## config.mk

```make
export PLATFORM = sky130hd
export DESIGN_NAME = gpio_in_cond
export DESIGN_NICKNAME = d
export VERILOG_FILES = /design/src/rtl/gpio_in_cond.sv
export SDC_FILE = /design/constraint.sdc
export NUM_CORES = 1
export LEC_CHECK = 0
export BUFFER_PORTS_ARGS = -buffer_cell sky130_fd_sc_hd__buf_2
export CORE_ASPECT_RATIO = 1.4
export CORE_MARGIN = 4
export CORE_UTILIZATION = 45
export DETAILED_ROUTE_END_ITERATION = 8
export PLACE_DENSITY = 0.68
export SLEW_MARGIN = 10
export SYNTH_ARGS = -nofsm -noshare
export SYNTH_HDL_FRONTEND = slang
export SYNTH_SLANG_ARGS = --single-unit
```

## constraint.sdc

```tcl
create_clock -name clk -period 3.2 [get_ports clk]
set_input_delay 0.16 -clock clk [delete_from_list [all_inputs] [get_ports clk]]
set_output_delay 0.16 -clock clk [all_outputs]
set_load 0.05 [all_outputs]
```

## src/rtl/gpio_in_cond.sv

```systemverilog
// gpio_in_cond: 2-flop sync + prescaled debounce of 4 raw pins, with optional
// sticky edge interrupt flags built only when GPIO_IN_IRQ_EN is defined.
module gpio_in_cond #(
  parameter logic [15:0] PRESCALE = 16'd1000,
  parameter logic [7:0]  DEB_CNT  = 8'd4
) (
  input  logic       clk,
  input  logic       reset,
  input  logic [3:0] pin_in,
  output logic [3:0] gpio_in,
  input  logic [3:0] irq_rise_en,
  input  logic [3:0] irq_fall_en,
  input  logic [3:0] irq_clr,
  output logic [3:0] irq_status,
  output logic       irq
);
  logic [3:0]  s1, sync;
  logic [15:0] pcnt;
  logic        tick;
  logic [7:0]  cnt [4];
  assign tick = pcnt == PRESCALE - 16'd1;
  always_ff @(posedge clk)
    if (reset) begin
      s1   <= '0;
      sync <= '0;
      pcnt <= '0;
    end else begin
      s1   <= pin_in;
      sync <= s1;
      pcnt <= tick ? 16'd0 : pcnt + 16'd1;
    end
  // a level is accepted only after DEB_CNT consecutive ticks of disagreement
  always_ff @(posedge clk)
    for (int i = 0; i < 4; i++)
      if (reset) begin
        cnt[i]     <= '0;
        gpio_in[i] <= 1'b0;
      end else if (sync[i] == gpio_in[i])
        cnt[i] <= '0;
      else if (tick && cnt[i] == DEB_CNT - 8'd1) begin
        gpio_in[i] <= sync[i];
        cnt[i]     <= '0;
      end else if (tick)
        cnt[i] <= cnt[i] + 8'd1;
`ifdef GPIO_IN_IRQ_EN
  logic [3:0] gpio_q, irq_set;
  assign irq_set = (gpio_in & ~gpio_q & irq_rise_en) | (~gpio_in & gpio_q & irq_fall_en);
  always_ff @(posedge clk)
    if (reset) begin
      gpio_q     <= '0;
      irq_status <= '0;
    end else begin
      gpio_q     <= gpio_in;
      irq_status <= (irq_status & ~irq_clr) | irq_set;
    end
  assign irq = |irq_status;
`else
  logic unused_irq;
  assign unused_irq = ^{irq_rise_en, irq_fall_en, irq_clr};
  assign irq_status = 4'b0;
  assign irq        = 1'b0;
`endif
endmodule
```

==> qor.csv <==
stage;metric;value;unit
run_status;status;finished, final reports clean;
power;Logic pwr share;3.4;%
synthesis;sequential element share of the synthesized area;50.7;%
timing;Relative slew margins;59.6;%
min_path;Worst Hold Path Cells;2;
floorplan;core area;0.00634;mm2
drt;DRT Pass-1 Iters;4;
floorplan;Ports;27;
timing;Tcrit/Tclk final;79.8;%
synthesis;leading area contributor after synthesis;edfxtp_1;
timing;RSZ-0062 raised after global routing;no;
placed_design;IO buf count;9;
timing;Worst Max-Slew Pin Slew;0.602;ns
synthesis;top cells by area, synth;edfxtp_1 32%, dfxtp_1 19%, xor2_1 7.0%, nor2_2 6.0%, xnor2_1 5.0%;
synthesis;FF+latch count, synth;60;
setup_path;CP max-delay cell;or4_4;
grt;initial antenna violation count;0;
clocking;CTS Buffer Depth;2;
drt;final WL;4490;um
timing;Setup-failing EPs final;0;
power;Flop pwr share;51.8;%
setup_path;arrival time worst endpoint;2.74;ns
synthesis;largest family of logic cells by synthesized area;simple AND/OR/NAND/NOR gates;
setup_path;CP delay by family, top;simple AND/OR/NAND/NOR gates;
placed_design;post-DP HPWL;3150;um
final_layout;Layout area overhead;8.43;%
min_path;Hold Path Origin;pin_in[2];
timing;final hold violation count;0;
setup_path;Worst path max stage delay;0.67;ns
drt;Residual DRC;0;
synthesis;post-synthesis adder-cell area fraction;2.09;%
synthesis;area of the mapped netlist;0.00300;mm2
placed_design;area of placed instances;0.00304;mm2
floorplan;die height;105;um
synthesis;number of distinct library cells after synthesis;36;
timing;Slew Viols, Final;0;
final_layout;most frequent cells in the layout;32 x edfxtp_1, 29 x nor2_2, 28 x dfxtp_1;
setup_path;reg2reg start;pcnt[13]$_SDFF_PP0_;
clocking;CTS clock-pin slew for the worst setup and hold paths;0.07;ns
synthesis;Synth Area in Simple Gates;27.0;%
synthesis;Syn Area/Cell;10.9;um2
min_path;WHS Endpoint;s1[2]$_SDFF_PP0_;
drt;Via-to-Cell Ratio;5.05;
final_layout;Antenna Cells;0;
setup_path;FF-to-FF path depth;4;
floorplan;initial cell density of the core;47.3;%
timing;Fmax;392;MHz
setup_path;Bufs and invs on worst path;0;
power;total power;1.62;mW
synthesis;Synth Flop Type;edfxtp_1;
setup_path;CP Class;register to register;
grt;first-pass GRT wire length;8140;um
setup_path;reg-to-reg endpoint;cnt[0][3]$_SDFFCE_PN0P_;
setup_path;Critical Path RT;3.38;ns
timing;clock skew;0.00776;ns
drt;Wirelength per Cell;12.4;um
setup_path;Crit Path Max Fanout;14;
drt;Initial DRC Count;47;
synthesis;mux share of post-synthesis cell area;0;%
placed_design;Final GP Congestion;0.725;
clocking;CTS root buf;clkbuf_8;
clocking;worst skew pair latency;0.33;ns
final_layout;post-route cell area;0.00325;mm2
min_path;Hold Path Class;input pin to register;
power;sw frac;21.3;%
floorplan;Cell Rows;34;
final_layout;share of layout cells above drive strength 1;21.7;%
setup_path;Worst setup EP type;register;
final_layout;utilization after layout;51.3;%
synthesis;Synth async-reset ratio;0;%
synthesis;EDFF count, synth;32;
drt;vias after detailed routing;1829;
timing;Fin Setup TNS;0;ns
clocking;CTS-repair resized insts;0;
power;net switching power;344;uW
clocking;Num CTS Buffers;9;
final_layout;NumNets Final;308;
synthesis;post-synthesis compound-gate area fraction;3.17;%
grt;grt total ovfl;0;
setup_path;chain of cells forming the critical path;or4_1, or4_4, nand4bb_1, nor2_2;
timing;fin crit period;2.55;ns
synthesis;share of the synthesized area in the top cell type;32.0;%
power;internal cell power;1.28;mW
floorplan;Die Span X;77.0;um
setup_path;critical path launch point type;register;
setup_path;Reg2Reg Setup Slack;0.65;ns
clocking;clk sinks;60;
clocking;hold_buf cts;0;
clocking;H-tree depth;3;
grt;GRT Overall Usage;12.6;%
final_layout;Fill cells;569;
drt;ANT nets after route;0;
synthesis;post-synthesis xor/xnor area fraction;12.0;%
power;peak supply drop;0.296;mV
synthesis;Yosys warnings;0;
power;clock share of power;44.8;%
grt;vias in the first global route;1850;
power;LEAKAGE;1.19;nW
flow_run;max cap viols;0;
clocking;Post-CTS Setup Inserts;0;
power;pwr dens;498;mW/mm2
final_layout;most common cell after layout, fill and taps aside;edfxtp_1;
clocking;CTS tree;yes;
synthesis;Synth Instances;275;
grt;pin count of the biggest net entering global routing;23;
floorplan;full die area;0.00805;mm2
## cells by family (layout without fill, tap and decap cells)
group / Yosys count / after routing
simple gates: 135 / 135
compound gates: 10 / 10
fa+ha+maj: 5 / 5
other cells: 1 / 5
flops: 60 / 60
xor+xnor: 41 / 41
buf+inv: 23 / 34
## through the flow
step / setup slack (ns) / std cells / hold WS, ns
3_5_place_dp: 0.627 / 346 / 0.375
6_report: 0.647 / 362 / 0.0415
2_1_floorplan: 0.997 / 279 / 0.288
4_1_cts: 0.615 / 362 / 0.0208
5_1_grt: 0.512 / 362 / 0.0367
3_3_place_gp: 0.663 / 346 / 0.373
## power by group through the flow
stage	sequential, mW	clock (mW)	combinational, mW
global placement	0.856	0	0.0549
global route	0.842	0.790	0.0621
CTS	0.839	0.750	0.0558
detailed placement	0.856	0	0.0555
finish	0.839	0.725	0.0551
floorplan	0.851	0	0.0537
## registers in the layout (all words and copies together) (netlist names)
signal   count
sync         4
cnt         32
s1           4
gpio_in      4
pcnt        16
## cell usage after synthesis, types with 2 or more instances
| cell type | number |
|---|---|
| clkbuf_1 | 2 |
| nor3_1 | 5 |
| nand3_1 | 21 |
| and2_1 | 3 |
| nor4b_1 | 2 |
| dfxtp_1 | 28 |
| ha_1 | 5 |
| nor2b_1 | 12 |
| edfxtp_1 | 32 |
| o41ai_2 | 4 |
| xnor2_1 | 17 |
| nand2_1 | 10 |
| nor4_1 | 4 |
| o21ai_1 | 4 |
| nor2_2 | 29 |
| and3_1 | 7 |
| xor2_1 | 24 |
| or4_1 | 2 |
| nand4_1 | 6 |
| and4_1 | 2 |
| inv_1 | 9 |
| nor2_1 | 18 |
| or3_1 | 2 |
| nor2_4 | 3 |
| buf_6 | 5 |
| nand4bb_1 | 4 |
| buf_4 | 6 |
## worst register-to-register path, cell delays in order, from the launching register on
cell and delay [ns]:
dfxtp_1 0.33, or4_1 0.53, or4_4 0.67, nand4bb_1 0.63, nor2_2 0.25
## how the worst max path moves through the flow
stage               depth (start not counted)                start                 endpoint  slack, ns
floorplan                                   5  pcnt[13]$_SDFF_PP0_  cnt[0][0]$_SDFFCE_PN0P_        1.0
global placement                            4  pcnt[13]$_SDFF_PP0_  cnt[2][3]$_SDFFCE_PN0P_       0.66
detailed placement                          4  pcnt[10]$_SDFF_PP0_  cnt[0][3]$_SDFFCE_PN0P_       0.63
CTS                                         4  pcnt[13]$_SDFF_PP0_  cnt[0][3]$_SDFFCE_PN0P_       0.61
global route                                4  pcnt[10]$_SDFF_PP0_  cnt[1][6]$_SDFFCE_PN0P_       0.51
finish                                      4  pcnt[13]$_SDFF_PP0_  cnt[0][3]$_SDFFCE_PN0P_       0.65
## layer usage
metal / global-route usage, % / routed length [um] / vias up
met5: 0 / 0 / -
met4: 5.34 / 67 / 0
met3: 4.30 / 167 / 6
met2: 20.3 / 2130 / 27
met1: 15.4 / 2130 / 836
li1: - / - / 960
## cell type report
type | instances | area (um2) | area share, %
clock buffer | 9 | 124 | 3.81
clock inverter | 7 | 91.3 | 2.81
inverter | 9 | 33.8 | 1.04
multi-input combinational | 196 | 1350 | 41.4
sequential | 60 | 1520 | 46.8
tap | 72 | 90.1 | 2.77
timing repair buffer | 9 | 45.0 | 1.39
(Power assumes the default switching activity.)
